## config.mk

```make
export PLATFORM = sky130hd
export DESIGN_NAME = sha256_stream_arbiter_flat
export DESIGN_NICKNAME = d
export VERILOG_FILES = /design/src/rtl/sha256_ctrl_pkg.sv /design/src/rtl/sha256_stream_arbiter_if.sv /design/src/rtl/sha256_stream_arbiter_rr_arb2.sv /design/src/rtl/sha256_stream_arbiter.sv /design/src/flat_wrapper.sv
export SDC_FILE = /design/constraint.sdc
export NUM_CORES = 1
export LEC_CHECK = 0
export ABC_AREA = 1
export ABC_CLOCK_PERIOD_IN_PS = 16500
export CAP_MARGIN = 20
export CORE_UTILIZATION = 45
export DETAILED_ROUTE_END_ITERATION = 6
export PLACE_DENSITY = 0.8
export SYNTH_ARGS = -nofsm -noshare
export SYNTH_HDL_FRONTEND = slang
export SYNTH_SLANG_ARGS = --single-unit
export TNS_END_PERCENT = 10
```

## constraint.sdc

```tcl
create_clock -name clk -period 16.5 [get_ports clk]
set_input_delay 2.475 -clock clk [delete_from_list [all_inputs] [get_ports clk]]
set_output_delay 2.475 -clock clk [all_outputs]
set_load 0.01 [all_outputs]
```

## src/rtl/sha256_ctrl_pkg.sv

```systemverilog
// Shared types and constants for the SHA-256 stream control blocks.
// Digest bytes are numbered from the most significant end of the hash word.
package sha256_ctrl_pkg;

  localparam int DATA_W       = 8;
  localparam int DIGEST_BYTES = 32;
  localparam int DIGEST_W     = 256;

  typedef enum logic [2:0] {
    ST_IDLE,
    ST_START,
    ST_FEED,
    ST_WAIT,
    ST_DUMP
  } state_t;

  // Byte 0 is the top byte of the digest.
  function automatic logic [DATA_W-1:0] digest_byte(input logic [DIGEST_W-1:0] h,
                                                    input logic [4:0]          idx);
    return h[DATA_W*(DIGEST_BYTES-1-int'(idx)) +: DATA_W];
  endfunction

endpackage

```

## src/rtl/sha256_stream_arbiter_if.sv

```systemverilog
// Signal bundle between the two byte requesters, the SHA-256 core and the
// digest consumer; the arbiter sits on the slave side.
interface sha256_stream_arbiter_if;
  import sha256_ctrl_pkg::*;

  logic                req0_valid;
  logic [DATA_W-1:0]   req0_data;
  logic                req0_last;
  logic                req0_ready;
  logic                req1_valid;
  logic [DATA_W-1:0]   req1_data;
  logic                req1_last;
  logic                req1_ready;
  logic                core_start;
  logic [DATA_W-1:0]   core_data;
  logic                core_valid;
  logic                core_last;
  logic                core_in_ready;
  logic [DIGEST_W-1:0] core_hash;
  logic                core_done;
  logic                dig_valid;
  logic [DATA_W-1:0]   dig_byte;
  logic                dig_id;
  logic                dig_last;
  logic                dig_ready;
  logic                busy;
  logic                owner;
  logic                err;

  modport slave (
    input  req0_valid, req0_data, req0_last,
    input  req1_valid, req1_data, req1_last,
    input  core_in_ready, core_hash, core_done, dig_ready,
    output req0_ready, req1_ready,
    output core_start, core_data, core_valid, core_last,
    output dig_valid, dig_byte, dig_id, dig_last,
    output busy, owner, err
  );

  modport master (
    output req0_valid, req0_data, req0_last,
    output req1_valid, req1_data, req1_last,
    output core_in_ready, core_hash, core_done, dig_ready,
    input  req0_ready, req1_ready,
    input  core_start, core_data, core_valid, core_last,
    input  dig_valid, dig_byte, dig_id, dig_last,
    input  busy, owner, err
  );

endinterface

```

## src/rtl/sha256_stream_arbiter_rr_arb2.sv

```systemverilog
// Two-way round-robin picker: a lone request wins outright, a tie goes to
// whichever requester was not served last.
module rr_arb2 (
  input  logic [1:0] req,
  input  logic       last_owner,
  output logic       gnt_valid,
  output logic       gnt_id
);

  always_comb begin
    gnt_valid = |req;
    gnt_id    = (req == 2'b11) ? ~last_owner : req[1];
  end

endmodule

```

## src/rtl/sha256_stream_arbiter.sv

```systemverilog
// Shares one streaming SHA-256 core between two byte requesters, holding each
// grant from the first message byte through the 32-byte digest readback.
module sha256_stream_arbiter
  import sha256_ctrl_pkg::*;
#(
  parameter int DONE_TIMEOUT = 4096
) (
  input logic                    clk,
  input logic                    rst,
  sha256_stream_arbiter_if.slave bus
);

  localparam int              TO_W    = (DONE_TIMEOUT > 1) ? $clog2(DONE_TIMEOUT) : 1;
  localparam logic [TO_W-1:0] TO_LAST = TO_W'(DONE_TIMEOUT - 1);
  localparam logic [4:0]      IDX_END = 5'(DIGEST_BYTES - 1);

  state_t              state_q, state_d;
  logic                owner_q;
  logic                last_owner_q;
  logic [4:0]          idx_q;
  logic [TO_W-1:0]     to_cnt_q;
  logic                err_q;
  logic [DIGEST_W-1:0] hash_q;

  logic              gnt_valid, gnt_id;
  logic              own_valid, own_last;
  logic [DATA_W-1:0] own_data;
  logic              feed_last, wait_done, wait_timeout, dig_fire;

  rr_arb2 u_arb (
    .req        ({bus.req1_valid, bus.req0_valid}),
    .last_owner (last_owner_q),
    .gnt_valid  (gnt_valid),
    .gnt_id     (gnt_id)
  );

  assign own_valid = owner_q ? bus.req1_valid : bus.req0_valid;
  assign own_data  = owner_q ? bus.req1_data  : bus.req0_data;
  assign own_last  = owner_q ? bus.req1_last  : bus.req0_last;

  // A completed digest takes priority over a timeout landing in the same cycle.
  assign feed_last    = (state_q == ST_FEED) && own_valid && bus.core_in_ready && own_last;
  assign wait_done    = (state_q == ST_WAIT) && bus.core_done;
  assign wait_timeout = (state_q == ST_WAIT) && !bus.core_done && (to_cnt_q == TO_LAST);
  assign dig_fire     = (state_q == ST_DUMP) && bus.dig_ready;

  always_ff @(posedge clk) begin
    if (rst) state_q <= ST_IDLE;
    else     state_q <= state_d;
  end

  always_comb begin
    state_d = state_q;
    case (state_q)
      ST_IDLE:  if (gnt_valid) state_d = ST_START;
      ST_START: state_d = ST_FEED;
      ST_FEED:  if (feed_last) state_d = ST_WAIT;
      ST_WAIT:  begin
        if (wait_done)         state_d = ST_DUMP;
        else if (wait_timeout) state_d = ST_IDLE;
      end
      ST_DUMP:  if (dig_fire && (idx_q == IDX_END)) state_d = ST_IDLE;
      default:  state_d = ST_IDLE;
    endcase
  end

  always_comb begin
    bus.req0_ready = 1'b0;
    bus.req1_ready = 1'b0;
    bus.core_start = 1'b0;
    bus.core_data  = '0;
    bus.core_valid = 1'b0;
    bus.core_last  = 1'b0;
    bus.dig_valid  = 1'b0;
    bus.dig_byte   = '0;
    bus.dig_id     = 1'b0;
    bus.dig_last   = 1'b0;
    bus.busy       = (state_q != ST_IDLE);
    bus.owner      = owner_q;
    bus.err        = err_q;
    case (state_q)
      ST_START: bus.core_start = 1'b1;
      ST_FEED:  begin
        bus.core_valid = own_valid;
        bus.core_data  = own_data;
        bus.core_last  = own_last;
        if (owner_q) bus.req1_ready = bus.core_in_ready;
        else         bus.req0_ready = bus.core_in_ready;
      end
      ST_DUMP:  begin
        bus.dig_valid = 1'b1;
        bus.dig_byte  = digest_byte(hash_q, idx_q);
        bus.dig_id    = owner_q;
        bus.dig_last  = (idx_q == IDX_END);
      end
      default: ;
    endcase
  end

  // Control registers; last_owner starts at 1 so requester 0 wins the first tie.
  always_ff @(posedge clk) begin
    if (rst) begin
      owner_q      <= 1'b0;
      last_owner_q <= 1'b1;
      idx_q        <= '0;
      to_cnt_q     <= '0;
      err_q        <= 1'b0;
    end else begin
      err_q <= wait_timeout;
      if ((state_q == ST_IDLE) && gnt_valid) owner_q <= gnt_id;
      if (wait_timeout || (dig_fire && (idx_q == IDX_END))) last_owner_q <= owner_q;
      if (wait_done)     idx_q <= '0;
      else if (dig_fire) idx_q <= idx_q + 5'd1;
      if (feed_last)                                          to_cnt_q <= '0;
      else if ((state_q == ST_WAIT) && (to_cnt_q != TO_LAST)) to_cnt_q <= to_cnt_q + 1'b1;
    end
  end

  always_ff @(posedge clk) begin
    if (wait_done) hash_q <= bus.core_hash;
  end

endmodule

```

## src/flat_wrapper.sv

```systemverilog
// flat-port wrapper written by rule: the top's interface ports become plain ports
module sha256_stream_arbiter_flat import sha256_ctrl_pkg::*;
#(
  parameter int DONE_TIMEOUT = 4096
)
  (clk, rst, bus_req0_valid, bus_req0_data, bus_req0_last, bus_req1_valid, bus_req1_data, bus_req1_last, bus_core_in_ready, bus_core_hash, bus_core_done, bus_dig_ready, bus_req0_ready, bus_req1_ready, bus_core_start, bus_core_data, bus_core_valid, bus_core_last, bus_dig_valid, bus_dig_byte, bus_dig_id, bus_dig_last, bus_busy, bus_owner, bus_err);
  sha256_stream_arbiter_if bus_i ();
  input logic clk;
  input logic rst;
  input wire logic [$bits(bus_i.req0_valid)-1:0] bus_req0_valid;
  input wire logic [$bits(bus_i.req0_data)-1:0] bus_req0_data;
  input wire logic [$bits(bus_i.req0_last)-1:0] bus_req0_last;
  input wire logic [$bits(bus_i.req1_valid)-1:0] bus_req1_valid;
  input wire logic [$bits(bus_i.req1_data)-1:0] bus_req1_data;
  input wire logic [$bits(bus_i.req1_last)-1:0] bus_req1_last;
  input wire logic [$bits(bus_i.core_in_ready)-1:0] bus_core_in_ready;
  input wire logic [$bits(bus_i.core_hash)-1:0] bus_core_hash;
  input wire logic [$bits(bus_i.core_done)-1:0] bus_core_done;
  input wire logic [$bits(bus_i.dig_ready)-1:0] bus_dig_ready;
  output wire logic [$bits(bus_i.req0_ready)-1:0] bus_req0_ready;
  output wire logic [$bits(bus_i.req1_ready)-1:0] bus_req1_ready;
  output wire logic [$bits(bus_i.core_start)-1:0] bus_core_start;
  output wire logic [$bits(bus_i.core_data)-1:0] bus_core_data;
  output wire logic [$bits(bus_i.core_valid)-1:0] bus_core_valid;
  output wire logic [$bits(bus_i.core_last)-1:0] bus_core_last;
  output wire logic [$bits(bus_i.dig_valid)-1:0] bus_dig_valid;
  output wire logic [$bits(bus_i.dig_byte)-1:0] bus_dig_byte;
  output wire logic [$bits(bus_i.dig_id)-1:0] bus_dig_id;
  output wire logic [$bits(bus_i.dig_last)-1:0] bus_dig_last;
  output wire logic [$bits(bus_i.busy)-1:0] bus_busy;
  output wire logic [$bits(bus_i.owner)-1:0] bus_owner;
  output wire logic [$bits(bus_i.err)-1:0] bus_err;
  assign bus_i.req0_valid = bus_req0_valid;
  assign bus_i.req0_data = bus_req0_data;
  assign bus_i.req0_last = bus_req0_last;
  assign bus_i.req1_valid = bus_req1_valid;
  assign bus_i.req1_data = bus_req1_data;
  assign bus_i.req1_last = bus_req1_last;
  assign bus_i.core_in_ready = bus_core_in_ready;
  assign bus_i.core_hash = bus_core_hash;
  assign bus_i.core_done = bus_core_done;
  assign bus_i.dig_ready = bus_dig_ready;
  assign bus_req0_ready = bus_i.req0_ready;
  assign bus_req1_ready = bus_i.req1_ready;
  assign bus_core_start = bus_i.core_start;
  assign bus_core_data = bus_i.core_data;
  assign bus_core_valid = bus_i.core_valid;
  assign bus_core_last = bus_i.core_last;
  assign bus_dig_valid = bus_i.dig_valid;
  assign bus_dig_byte = bus_i.dig_byte;
  assign bus_dig_id = bus_i.dig_id;
  assign bus_dig_last = bus_i.dig_last;
  assign bus_busy = bus_i.busy;
  assign bus_owner = bus_i.owner;
  assign bus_err = bus_i.err;
  sha256_stream_arbiter #(.DONE_TIMEOUT(DONE_TIMEOUT)) u_core (.clk(clk), .rst(rst), .bus(bus_i));
endmodule
```

==> flow_summary.json, run 1 <==
{
  "status": "completed",
  "wirelength_um": 31500,
  "async_reset_ff_share_pct": 0,
  "synth_top_cell_by_area": "edfxtp_1",
  "seq_area_frac_synth_pct": 70.1,
  "wire_per_inst_um": 18.6,
  "maxCapViolCount": 0,
  "crit_required_ns": 14.03,
  "firstDrtPassIters": 6,
  "grt_first_pass_wirelength_um": 47000,
  "synth_mux_area_share_pct": 0,
  "synth_top_family_by_area": "simple AND/OR/NAND/NOR gates",
  "crit_fanout": 88,
  "place_area_um2": 14800,
  "fin_ws_ns": 10.07,
  "yosysWarnings": 0,
  "area_growth_pct": 35.2,
  "insertion_delay_ns": 0.55,
  "synth_xor_area_share_pct": 0,
  "reg2reg_slack_ns": 13.90,
  "yosysMostFrequentCell": "nand2_1",
  "synth-seq-cells": 279,
  "cts-root-buf": "clkbuf_16",
  "postCtsHoldBufs": 0,
  "avgSynthCellArea_um2": 11.0,
  "drive_gt1_share_pct": 4.90,
  "port_buffers": 307,
  "drtAntennaViolNets": 0,
  "ir_worst_vdd_mv": 0.0860,
  "fin_nets": 1630,
  "antenna_found_initial": 0,
  "finClkSkew_ns": 0.00991,
  "die_x_um": 163,
  "p_leak_uw": 0.00560,
  "power.density_nw_per_um2": 103,
  "grt_max_degree": 90,
  "drc_errors": 0,
  "io-pin-count": 308,
  "post-route-min-period_ns": 6.43,
  "path_class": "flop to output pin",
  "synth_edf_count": 256,
  "routed_via_density": 5.22,
  "post_cts_buffers": 0,
  "htreeDepth": 1,
  "tns_ns": 0,
  "hold_path.class": "flop to flop",
  "rsz0062_at_grt": "no",
  "tightest_slew_ns": 0.976,
  "cts_tree": "yes",
  "syn_area_um2": 11600,
  "synthTopCellsByArea": "edfxtp_1, nand2_1, nand3_1",
  "die-height_um": 163,
  "synth_ff_type": "edfxtp_1",
  "die-area_um2": 26500,
  "slew_headroom_pct": 34.9,
  "synthAdderAreaFrac_pct": 0.323,
  "holdWs_ns": 0.487,
  "synth_compound_area_share_pct": 4.85,
  "place_ws_ns": 10.22,
  "synthTopCellsByCount": "nand2_1, edfxtp_1, nand3_1",
  "drtIter0Drc": 627,
  "path_clk_slew_ns": 0.06,
  "grt_use_total_pct": 23.5,
  "dp_cells": 1644,
  "cts_max_path_buffers": 3,
  "diodes": 0,
  "instances_no_fill": 1696,
  "globalRouteOverflowTotal": 0,
  "synthCells": 1053,
  "n_fill_cell": 1992,
  "finalCritPeriodShare_pct": 39.0,
  "place.gp.congestion": 0.840,
  "synth_nets": 1337,
  "design.core.area_um2": 25300,
  "critPathLaunchType": "flop",
  "finalInstanceArea_um2": 15700,
  "yosys.area_share.simple_pct": 20.6,
  "slew_viol_final": 0,
  "setup_violations": 0,
  "worst_setup_path_end_kind": "output pin",
  "netlist.area_leader.share_pct": 66.2,
  "rows": 58,
  "worstPathArrival_ns": 3.95,
  "hold_viol_final": 0,
  "fmax_ghz": 0.156,
  "initial_core_util_pct": 46.0,
  "synth_cell_types": 30,
  "grt_pass1_vias": 8784,
  "cts_made_buffers": 29,
  "cts.sinks": 279,
  "num_vias": 8855,
  "post_cts_resized": 0,
  "post-dp-hpwl_um": 21700
}
[sequential cells by signal, indices dropped and copies added (netlist names)]
signal	flops
u_core.bus.owner	1
u_core.state_q	3
u_core.last_owner_q	1
u_core.bus.err	1
u_core.to_cnt_q	12
u_core.hash_q	256
u_core.idx_q	5
[cell families after synthesis]
logic type | Yosys count
buf+inv | 89
compound gates | 106
fa+ha+maj | 3
simple gates | 576
flops | 279
[placed cells by master (no fill, tap or decap), types with 2 or more instances in the layout]
| cell | synthesis | routed |
|---|---|---|
| a211oi_1 | 2 | 2 |
| a21oi_1 | 38 | 38 |
| a21oi_2 | 2 | 2 |
| buf_4 | 11 | 8 |
| clkbuf_1 | 11 | 9 |
| clkbuf_16 | 0 | 29 |
| clkdlybuf4s50_1 | 0 | 307 |
| clkinv_1 | 1 | 8 |
| clkinv_2 | 1 | 3 |
| dfxtp_1 | 23 | 21 |
| edfxtp_1 | 256 | 256 |
| ha_1 | 3 | 3 |
| inv_1 | 27 | 26 |
| inv_2 | 6 | 6 |
| inv_6 | 0 | 2 |
| nand2_1 | 326 | 326 |
| nand2_2 | 3 | 3 |
| nand3_1 | 148 | 148 |
| nand4_1 | 3 | 3 |
| nor2_1 | 86 | 85 |
| nor2_2 | 5 | 5 |
| nor2_4 | 1 | 2 |
| nor3_1 | 2 | 2 |
| o21ai_0 | 25 | 25 |
| o21ai_1 | 27 | 27 |
| o21bai_1 | 3 | 3 |
| o22ai_1 | 8 | 8 |
[final timing paths]
| path | from | endpoint | cells after the start |
|---|---|---|---|
| setup reg to reg | u_core.state_q[1] | u_core.hash_q[77] | 4 |
| setup / recovery | u_core.idx_q[0] | bus_dig_byte[3] | 11 |
| hold / removal | u_core.to_cnt_q[2] | u_core.to_cnt_q[2] | 2 |
| hold reg to reg | u_core.to_cnt_q[2] | u_core.to_cnt_q[2] | 2 |
[cell type report]
type | instances | area [um2] | share of cell area (%)
sequential | 279 | 8150 | 51.9
multi-input combinational | 685 | 3000 | 19.1
inverter | 35 | 135 | 0.860
timing repair buffer | 316 | 3160 | 20.1
clock buffer | 38 | 759 | 4.83
tap | 330 | 413 | 2.63
clock inverter | 13 | 91.3 | 0.581
[power breakdown]
part	switching (uW)	leakage, uW	internal [uW]
registers	16.4	0.00250	821
logic	90.0	0.00269	97.3
clock network	261	0.000410	337
[critical path, cell delays in order (launching register included)]
cell and delay [ns]:
dfxtp_4 0.54, inv_4 0.46, buf_4 0.82, nand2_1 0.11
nand3_1 0.14, nand3_1 0.10, nand2_1 0.16, nand2_1 0.07
nand2_1 0.12, nand2_1 0.08, nor2_1 0.13, clkdlybuf4s50_1 0.59
[per-layer routing]
metal | up-vias | wire [um] | global-route usage (%)
li1 | 4225 | - | -
met1 | 4175 | 12200 | 28.5
met2 | 402 | 15900 | 41.8
met3 | 53 | 2510 | 4.76
met4 | 0 | 883 | 7.26
met5 | - | 0 | 0
[per-stage QoR]
step / power, uW / utilization (%)
after floorplan: 945 / -
after global placement: 1030 / 58.7
after detailed placement: 1040 / 58.7
after CTS: 1630 / 62.1
after global routing: 1680 / 62.2
final: 1620 / 62.2
(Power assumes the default switching activity.)
==> run 2: changes to the inputs <==
Settings changed: ABC_CLOCK_PERIOD_IN_PS 16500 to 5900, CORE_UTILIZATION 45 to 44, PLACE_DENSITY 0.8 to 0.81.
Clock period 16.5 ns to 5.9 ns, I/O delays scaled along.
==> flow_summary.json, run 2 (synthesis results as in run 1) <==
{
  "grt_pass1_vias": 8574,
  "largestRegisters": "u_core.hash_q (256), u_core.to_cnt_q (12), u_core.idx_q (5)",
  "path_class": "flop to output pin",
  "total_power_uw": 4550,
  "slowest_delay_ns": 0.75,
  "port_buffers": 307,
  "holdWs_ns": 0.482,
  "wirelength_um": 31500,
  "die_x_um": 165,
  "power.density_nw_per_um2": 289,
  "drtIter0Drc": 707,
  "globalRouteOverflowTotal": 0,
  "antenna_found_initial": 5,
  "slew_viol_final": 0,
  "tns_ns": 0,
  "crit_fanout": 91,
  "setup_violations": 0,
  "mostFrequentLayoutCells": "nand2_1, clkdlybuf4s50_1, edfxtp_1",
  "postCtsHoldBufs": 0,
  "path_clk_slew_ns": 0.06,
  "finClkSkew_ns": 0.0186,
  "die-height_um": 165,
  "htreeDepth": 1,
  "dp_cells": 1646,
  "place.gp.congestion": 0.850,
  "post-dp-hpwl_um": 21300,
  "path_cells": "inv_4, buf_4, nand2_1, nand3_1, nand3_1, nand2_1, nor2_1, nand2_1, nand2_1, nor2_1, clkdlybuf4s50_1",
  "grt_first_pass_wirelength_um": 46100,
  "crit_required_ns": 5.02,
  "die-area_um2": 27100,
  "hold_viol_final": 0,
  "wire_per_inst_um": 18.4,
  "area_growth_pct": 35.4,
  "routed_via_density": 5.18,
  "post_cts_buffers": 0,
  "p_leak_uw": 0.00561,
  "finalCritPeriodShare_pct": 77.5,
  "largest_register_ffs": 256,
  "ir_worst_vdd_mv": 0.230,
  "crit_slowest_cell": "inv_4",
  "final_common_cell": "nand2_1",
  "drc_errors": 0,
  "worst_setup_path_end_kind": "output pin",
  "cts-root-buf": "clkbuf_16",
  "worstPathArrival_ns": 3.69,
  "instances_no_fill": 1705,
  "maxCapViolCount": 0,
  "rsz0062_at_grt": "no",
  "hold_path.class": "flop to flop",
  "grt_use_total_pct": 22.8,
  "critPathLaunchType": "flop",
  "num_vias": 8834,
  "fin_util_pct": 60.6,
  "post_cts_resized": 0,
  "n_fill_cell": 2058,
  "fmax_ghz": 0.219,
  "initial_core_util_pct": 44.7,
  "insertion_delay_ns": 0.54,
  "cts_tree": "yes",
  "crit_top_cell": "nand2_1",
  "top_register": "u_core.hash_q",
  "rows": 59,
  "status": "completed",
  "cts_made_buffers": 28,
  "tightest_slew_ns": 1.09,
  "design.core.area_um2": 26000,
  "drtAntennaViolNets": 0,
  "grt_max_degree": 180,
  "drive_gt1_share_pct": 4.99,
  "slew_headroom_pct": 27.5,
  "post-route-min-period_ns": 4.57,
  "fin_nets": 1626,
  "cts.sinks": 279,
  "firstDrtPassIters": 5,
  "cts_max_path_buffers": 3,
  "io-pin-count": 308
}
-- run 2: final timing paths --
| path | from | to | slack, ns | cells after the start |
|---|---|---|---|---|
| max reg2reg | u_core.idx_q[0] | u_core.state_q[1] | 2.92 | 12 |
| min reg2reg | u_core.to_cnt_q[2] | u_core.to_cnt_q[2] | 0.48 | 2 |
| max | u_core.idx_q[0] | bus_dig_byte[5] | 1.33 | 11 |
| min | u_core.to_cnt_q[2] | u_core.to_cnt_q[2] | 0.48 | 2 |
-- run 2: metal layers --
metal	GRT usage [%]	vias to the layer above	share of wire, %
li1	-	4229	-
met5	0	-	0
met3	3.49	75	7.4
met2	39.5	429	50
met1	28.5	4101	39
met4	9.63	0	3.6
-- run 2: cell type report --
class                   instances  area [um2]  area share (%)
multi-input cells             685        3000            19.1
inverters                      35         135           0.859
well taps                     335         419            2.66
flip-flops and latches        279        8150            51.8
clock inverters                12        80.1           0.509
diodes                          6        15.0          0.0954
repair buffers                313        3140            20.0
clock buffers                  40         787            5.00
-- run 2: power breakdown --
group	leakage (uW)	switching (uW)	internal, uW	total [uW]
Sequential	0.00250	47.7	2300	2340
Combinational	0.00268	251	270	521
Clock	0.000430	720	966	1690
-- run 2: metrics by stage --
stage / area [um2] / setup WS (ns)
4_1_cts: 15700 / 1.30
3_3_place_gp: 14800 / 1.87
3_5_place_dp: 14800 / 1.87
5_1_grt: 15700 / 1.07
2_1_floorplan: 11600 / 0.501
6_report: 15700 / 1.33
-- run 2: critical path, delay by kind of cell, from the launching register on --
family | cells | cell delay (ns)
buffers and inverters | 3 | 1.85
DFF | 1 | 0.55
and+or+nand+nor | 8 | 0.72
==> run 3: changes to the inputs <==
Settings changed: ABC_CLOCK_PERIOD_IN_PS 5900 to 4100.
Clock period 5.9 ns to 4.1 ns, I/O delays scaled along.
==> flow_summary.json, run 3 (synthesis results as in run 1) <==
{
  "cts_tree": "yes",
  "post_cts_buffers": 0,
  "cts-root-buf": "clkbuf_16",
  "slew_viol_final": 0,
  "largest_register_ffs": 256,
  "wire_per_inst_um": 19.3,
  "whs_path_depth": 2,
  "die_x_um": 165,
  "cts.sinks": 279,
  "worst_setup_path_end_kind": "output pin",
  "hp-start": "u_core.to_cnt_q[2]",
  "r2r_cells": 12,
  "fmax_ghz": 0.269,
  "path_cells": "buf_4, o21ai_0, o21ai_1, o21ai_1, nor2_1, nor2_1, nor2_1, clkdlybuf4s50_1",
  "rsz0062_at_grt": "no",
  "hold_viol_final": 0,
  "grt_pass1_vias": 9039,
  "die-area_um2": 27100,
  "top_register": "u_core.hash_q",
  "antenna_found_initial": 4,
  "cts_made_buffers": 29,
  "maxCapViolCount": 0,
  "rows": 59,
  "setup_violations": 0,
  "routed_via_density": 5.27,
  "finalCritPeriodShare_pct": 90.6,
  "total_power_uw": 6740,
  "initial_core_util_pct": 44.7,
  "firstDrtPassIters": 5,
  "status": "completed",
  "area_growth_pct": 37.0,
  "crit_required_ns": 3.48,
  "crit_top_cell": "nor2_1",
  "htreeDepth": 1,
  "critPathLaunchType": "flop",
  "fin_util_pct": 61.3,
  "slew_headroom_pct": 42.2,
  "drive_gt1_share_pct": 5.75,
  "ir_worst_vdd_mv": 0.378,
  "port_buffers": 307,
  "crit_slowest_cell": "buf_4",
  "place.gp.congestion": 0.856,
  "power.density_nw_per_um2": 424,
  "globalRouteOverflowTotal": 0,
  "finClkSkew_ns": 0.00571,
  "reg2reg_to": "u_core.state_q[1]",
  "post-dp-hpwl_um": 23200,
  "final_common_cell": "nand2_1",
  "postCtsHoldBufs": 0,
  "path_clk_slew_ns": 0.06,
  "wirelength_um": 33100,
  "fin_nets": 1636,
  "path_class": "flop to output pin",
  "num_vias": 9034,
  "cp_num_buf_inv": 2,
  "post_cts_resized": 0,
  "r2r-start": "u_core.idx_q[1]",
  "die-height_um": 165,
  "cp_top_family": "buffers and inverters",
  "hold_path.class": "flop to flop",
  "tightest_slew_ns": 0.867,
  "largestRegisters": "u_core.hash_q (256), u_core.to_cnt_q (12), u_core.idx_q (5)",
  "drtIter0Drc": 798,
  "io-pin-count": 308,
  "grt_max_degree": 131,
  "drtAntennaViolNets": 0,
  "reg2reg_slack_ns": 1.61,
  "grt_first_pass_wirelength_um": 48600,
  "insertion_delay_ns": 0.55,
  "hold-path-endpoint": "u_core.to_cnt_q[2]",
  "slowest_delay_ns": 0.67,
  "cts_max_path_buffers": 3,
  "post-route-min-period_ns": 3.71,
  "worstPathArrival_ns": 3.10,
  "n_fill_cell": 2033,
  "p_leak_uw": 0.00568,
  "grt_use_total_pct": 24.0,
  "drc_errors": 0,
  "crit_fanout": 74,
  "mostFrequentLayoutCells": "nand2_1, clkdlybuf4s50_1, edfxtp_1",
  "design.core.area_um2": 26000
}
[run 3: power breakdown]
| part | switching (uW) | internal, uW | total [uW] | leakage (uW) |
|---|---|---|---|---|
| logic | 380 | 402 | 783 | 0.00273 |
| clock network | 1100 | 1500 | 2600 | 0.000446 |
| registers | 63.8 | 3300 | 3360 | 0.00250 |
[run 3: worst reg2reg max path, delay by kind of cell, from the launching register on]
kind | cells | cell delay, ns
buffers and inverters | 3 | 0.80
adders and majority gates | 2 | 0.47
and+or+nand+nor | 7 | 0.78
DFF | 1 | 0.33
[run 3: area by class of cell]
class                           instances  area (um2)  share of cell area, %
Timing Repair Buffer                  322        3250                   20.4
Clock buffer                           38         759                   4.77
Inverter                               35         148                  0.927
Antenna cell                            5        12.5                 0.0786
Tap cell                              335         419                   2.63
Sequential cell                       279        8150                   51.2
Multi-Input combinational cell        685        3010                   18.9
Clock inverter                         16         171                   1.08
[run 3: worst max path at each step]
stage | to | depth (start not counted) | start
finish | bus_dig_byte[6] | 8 | u_core.idx_q[1]
global route | bus_dig_byte[4] | 11 | u_core.idx_q[0]
detailed placement | bus_dig_byte[7] | 11 | u_core.idx_q[0]
global placement | bus_dig_byte[7] | 11 | u_core.idx_q[0]
floorplan | u_core.idx_q[0] | 7 | bus_core_done
CTS | bus_dig_byte[7] | 11 | u_core.idx_q[0]
[run 3: per-stage QoR]
stage                     std cells  TNS, ns  hold WS, ns  cell area (um2)  worst slack [ns]
after floorplan                1053  -190.50        0.447            11600            -0.995
after global placement         1656        0        0.458            15000             0.935
after detailed placement       1656        0        0.477            15000             0.957
after CTS                      1710        0        0.488            15900             0.358
after global routing           1713        0        0.505            15900             0.246
final                          1715        0        0.487            15900             0.385
[run 3: metal layers]
| metal | part of all wire [%] | up-vias | GRT usage, % |
|---|---|---|---|
| li1 | - | 4252 | - |
| met5 | 0 | - | 0 |
| met3 | 7.4 | 82 | 4.47 |
| met2 | 50 | 436 | 42.5 |
| met4 | 4.7 | 0 | 11.2 |
| met1 | 37 | 4264 | 28.2 |
==> variant 1: new RTL, config.mk and constraints of run 1 <==
`DONE_TIMEOUT` is set to 4096 in 2 places; all go to 2048.
--- a/src/rtl/sha256_stream_arbiter.sv
+++ b/src/rtl/sha256_stream_arbiter.sv
@@ -3,7 +3,7 @@
 module sha256_stream_arbiter
   import sha256_ctrl_pkg::*;
 #(
-  parameter int DONE_TIMEOUT = 4096
+  parameter int DONE_TIMEOUT = 2048
 ) (
   input logic                    clk,
   input logic                    rst,
--- a/src/flat_wrapper.sv
+++ b/src/flat_wrapper.sv
@@ -1,7 +1,7 @@
 // flat-port wrapper written by rule: the top's interface ports become plain ports
 module sha256_stream_arbiter_flat import sha256_ctrl_pkg::*;
 #(
-  parameter int DONE_TIMEOUT = 4096
+  parameter int DONE_TIMEOUT = 2048
 )
   (clk, rst, bus_req0_valid, bus_req0_data, bus_req0_last, bus_req1_valid, bus_req1_data, bus_req1_last, bus_core_in_ready, bus_core_hash, bus_core_done, bus_dig_ready, bus_req0_ready, bus_req1_ready, bus_core_start, bus_core_data, bus_core_valid, bus_core_last, bus_dig_valid, bus_dig_byte, bus_dig_id, bus_dig_last, bus_busy, bus_owner, bus_err);
   sha256_stream_arbiter_if bus_i ();
Check against the original RTL: no difference found for any inputs over 10 cycles, from zero or initial values and one cycle with rst high; that may be too few to reach the edited logic, so the function may still have changed.
==> variant 1 against run 1 <==
Hold slack worse by 12 ps. Critical path type unchanged. Design area hardly changed. Area after synthesis is 1.2% lower. Critical endpoint is now bus_dig_byte[5]. Die area is 1.2% lower. Sequential cell count is 1 lower. Worst setup slack better by 150 ps. Total power is 3.1% higher. Wire length is 2.7% lower.
==> variant 1: results (changes against run 1) <==
Timing:
- The transition time at the pin with the least slew margin is 1040 ps (+68.4 ps).
- The final hold slack is 475 ps (-12.1 ps).
- The largest clock skew in the final design is 16.6 ps (+6.69 ps).
- The part of the cycle the worst path needs is 0.381 (-0.00898).

Place:
- The worst setup timing slack at the placement stage is 10230 ps (+12.5 ps).
- The placed cell area is 0.0148 mm2 (-0.40%).
- The placed cell count is 1629 (-0.91%).
- The weighted congestion at the end of routability-driven global placement is 0.791 (-5.8%).

Logic synthesis:
- The synthesized-area fraction occupied by adder cells was 0.00327 (+0.0000391).
- In the synthesized netlist, the cells that appear most often are sky130_fd_sc_hd__nand2_1 (298), sky130_fd_sc_hd__edfxtp_1 (256), sky130_fd_sc_hd__nand3_1 (139), sky130_fd_sc_hd__nor2_1 (88), sky130_fd_sc_hd__o21ai_0 (53).
- In the post-synthesis netlist, the biggest area contributors are sky130_fd_sc_hd__edfxtp_1 (67%), sky130_fd_sc_hd__nand2_1 (9.7%), sky130_fd_sc_hd__nand3_1 (6.1%).
- The net count of the mapped netlist is 1321 (-1.2%).
- The compound-cell area share of the yosys netlist is 0.0546 (+0.00614).
- The sequential area share after synthesis is 0.708 (+0.00674).

Finish:
- The number of inserted filler cells in the final layout is 1952 (-2.0%).
- The sequential cell area in the final layout is 0.00813 mm2 (-0.25%).
- The relative area of non-clock buffer cells in the final design is 0.200 (-0.000637).
- The fraction of area in multi-input gates is 0.187 (-0.00405).
- The summed area of non-filler cells in the final layout was 0.0157 mm2 (about the same).
- The layout inverter count without the clock tree is 41 (+17%).
- The buffer count excluding the clock tree in the final layout is 315 (-0.32%).
- The largest registers in the layout are u_core.hash_q x256, u_core.to_cnt_q x11, u_core.idx_q x5.
- The final standard cell utilization of the core is 0.626 (+0.00409).
- The number of diodes is 1 (+1).
- The portion of the layout cell area used by clock cells is 0.0586 (+0.00441).
- The share of cells above drive strength 1 is 0.0465 (-0.00252).
- The number of combinational gates with multiple inputs is 666 (-2.8%).

Global route:
- The combined global-route utilization of all metal layers came to 0.232 (-0.00250).
- The pin count of the biggest net entering global routing was 94 (+4.4%).
- The initial antenna violation count is 1 (+1).
- The wire length of the first global-routing pass is 46200 um (-1.7%).

Routing:
- The final routed wire length divided by cell count is 18.2 um (-2.1%).
- The detailed router's first-iteration violation count is 660 (+5.3%).

Status:
- The run finished with clean final reports.

Setup path:
- The critical path arrival is 3800 ps (-150 ps).

CTS:
- CTS placed an instance of sky130_fd_sc_hd__clkbuf_16 at the clock tree root.

Power:
- The switching part of the total was 0.227 (+0.000329).
- The sequential share of power was 0.503 (-0.013).
- The maximum VDD drop is 90.7 uV (+5.5%).
- The leakage power of the design is 5.68 nW (+1.5%).
-- variant 1: changes by cell type in the layout (fill, tap and decap cells not counted), moves of 3 or more --
cell | run 1 | this run
sky130_fd_sc_hd__nand2_1 | 326 | 298
sky130_fd_sc_hd__o21ai_0 | 25 | 53
sky130_fd_sc_hd__o21ai_1 | 27 | 3
sky130_fd_sc_hd__a21oi_1 | 38 | 52
sky130_fd_sc_hd__inv_1 | 26 | 35
sky130_fd_sc_hd__nand3_1 | 148 | 139
sky130_fd_sc_hd__clkinv_2 | 3 | 8
sky130_fd_sc_hd__inv_2 | 6 | 2
sky130_fd_sc_hd__clkbuf_1 | 9 | 6
sky130_fd_sc_hd__nand4_1 | 3 | 0
sky130_fd_sc_hd__nor2_1 | 85 | 88
sky130_fd_sc_hd__nor2_2 | 5 | 2
-- variant 1: metal layers --
layer	track usage	part of all wire
met1	0.279	0.38
met2	0.413	0.50
met3	0.0439	0.078
met4	0.0896	0.037
met5	0	0
-- variant 1: path summary, 6_finish.rpt --
check,from,end,depth (start not counted)
max,u_core.idx_q[0]$_SDFFE_PP0P_,bus_dig_byte[5],11
min,u_core.to_cnt_q[10]$_SDFFE_PP0P_,u_core.to_cnt_q[10]$_SDFFE_PP0P_,2
max reg2reg,u_core.idx_q[0]$_SDFFE_PP0P_,u_core.state_q[1]$_SDFFE_PP0P_,10
min reg2reg,u_core.to_cnt_q[10]$_SDFFE_PP0P_,u_core.to_cnt_q[10]$_SDFFE_PP0P_,2
-- variant 1: worst register-to-register path, delay by kind of cell, from the launching register on --
kind / cells / cell delay, ps
adder cells (fa/ha/maj): 2 / 480
AO/OA/AOI/OAI: 1 / 120
flip-flops: 1 / 830
buffers and inverters: 2 / 840
AND/OR/NAND/NOR: 5 / 550
==> variant 2: new RTL, settings of run 1 <==
Made on the original files. Make the reset (`rst`) asynchronous in 2 clocked blocks.
--- a/src/rtl/sha256_stream_arbiter.sv
+++ b/src/rtl/sha256_stream_arbiter.sv
@@ -44,7 +44,7 @@
   assign wait_timeout = (state_q == ST_WAIT) && !bus.core_done && (to_cnt_q == TO_LAST);
   assign dig_fire     = (state_q == ST_DUMP) && bus.dig_ready;
 
-  always_ff @(posedge clk) begin
+  always_ff @(posedge clk or posedge rst) begin
     if (rst) state_q <= ST_IDLE;
     else     state_q <= state_d;
   end
@@ -98,7 +98,7 @@
   end
 
   // Control registers; last_owner starts at 1 so requester 0 wins the first tie.
-  always_ff @(posedge clk) begin
+  always_ff @(posedge clk or posedge rst) begin
     if (rst) begin
       owner_q      <= 1'b0;
       last_owner_q <= 1'b1;
Formal check against the unedited RTL: differs if rst is asserted again (counterexample within 4 cycles, from zero or initial values and one cycle with rst high); with rst held inactive, the same outputs for 10 cycles.
==> variant 2 against run 1 <==
Wire length shrank 0.27%. Die area up 1.2%. Via count grew 0.67%. Design area is 1.7% higher. Worst setup slack got worse by 52 ps. Sequential cell count unchanged. Area after synthesis up 1.2%. Critical endpoint is now bus_dig_byte[0]. Largest cell class unchanged.
Power is not compared: it rests on default switching activity, and its combinational part moved more than twofold at a synthesized area within 25%.
==> variant 2: results (changes against run 1) <==
Finish:
- The sequential cell area in the final layout is 0.00827 mm2 (+1.4%).
- The number of inserted filler cells in the final layout was 1917 (-3.8%).
- The number of nets in the layout is 1649 (+1.2%).
- The count of non-filler cells in the finished layout came to 1717 (+1.2%).

Routing:
- The detailed router's first-iteration violation count is 782 (+25%).
- The number of vias after detailed routing is 8914 (+0.67%).
- The wire length reported by the detailed router came to 31400 um (-0.27%).
- The total iterations of the first detailed-routing run is 5 (-1).

Logic synthesis:
- The synthesized-area fraction occupied by adder cells is 0.00319 (-0.0000371).
- The count of unique library cells instantiated by Yosys is 31 (+3.3%).
- The commonest cells after synthesis are sky130_fd_sc_hd__nand2_1 (352), sky130_fd_sc_hd__edfxtp_1 (256), sky130_fd_sc_hd__nand3_1 (173), sky130_fd_sc_hd__nor2_1 (85), sky130_fd_sc_hd__a21oi_1 (39).
- The mean post-synth cell area is 11.0 um2 (-0.72%).
- The compound-cell area share of the yosys netlist was 0.0325 (-0.0160).
- After synthesis, the cell types taking the most area are sky130_fd_sc_hd__edfxtp_1 (65%), sky130_fd_sc_hd__nand2_1 (11%), sky130_fd_sc_hd__nand3_1 (7.4%).
- The net count of the mapped netlist was 1357 (+1.5%).
- The sequential area share after synthesis was 0.703 (+0.00184).
- The proportion of synthesized flip-flops having asynchronous set or reset is 0.0824 (+0.0824).

Global route:
- The initial antenna violation count was 1 (+1).
- The pin count of the biggest net entering global routing is 103 (+14%).
- The combined global-route utilization of all metal layers is 0.232 (-0.00306).
- The number of global-route vias before repair was 8834 (+0.57%).
- The wire length of the first global-routing pass is 46700 um (-0.49%).

Setup path:
- The register-to-register setup slack is 13270 ps (-630 ps).
- The critical path arrival is 4000 ps (+50 ps).
- The depth of the worst register-to-register path is 11 (+7).
- The end point of the critical path is bus_dig_byte[0].
- The largest fanout on the critical path came to 102 (+16%).
- The most critical setup path has its startpoint at u_core.idx_q[0]$_DFFE_PP0P_.
- The endpoint identified for the worst register-to-register timing path is u_core.state_q[1]$_DFFE_PP0P_.

Place:
- The detailed-placement wirelength estimate was 21200 um (-2.4%).
- The weighted congestion at the end of routability-driven global placement is 0.848 (+0.94%).
- The worst setup timing slack at the placement stage was 10140 ps (-81.3 ps).
- The placed cell area was 0.0150 mm2 (+1.1%).

Timing:
- The largest clock skew in the final design is 15.1 ps (+5.15 ps).
- The maximum frequency from static timing analysis is 154 MHz (-0.80%).

Min path:
- The hold path endpoint is u_core.last_owner_q$_DFFE_PP1P_.
- The number of instances on the worst hold path is 2 (unchanged).
- The startpoint of the most critical hold path is u_core.last_owner_q$_DFFE_PP1P_.

Status:
- The run finished with clean final reports.
-- variant 2: cell count changes in the layout (fill, tap and decap cells not counted), sizes merged, moves of 2 or more --
cell / before / now
a211oi: 2 / 0
dfrtp: 0 / 22
dfxtp: 23 / 0
nand2: 329 / 354
nand3: 148 / 174
nor2: 92 / 88
nor3: 3 / 5
o21ai: 52 / 33
o22ai: 8 / 0
xor2: 0 / 2
-- variant 2: layer usage --
metal	vias to the layer above	track usage	routed length [um]
met5	-	0	0
met4	0	0.0867	1050
met3	65	0.0409	2390
met2	423	0.403	15800
met1	4150	0.288	12200
li1	4276	-	-
-- variant 2: layout make-up --
cell class,count,share of cell area
Sequential cell,279,0.518
Timing Repair Buffer,316,0.199
Multi-Input combinational cell,705,0.191
Clock buffer,37,0.0486
Tap cell,330,0.0258
Clock inverter,15,0.00916
Inverter,34,0.00815
Antenna cell,1,0.000157
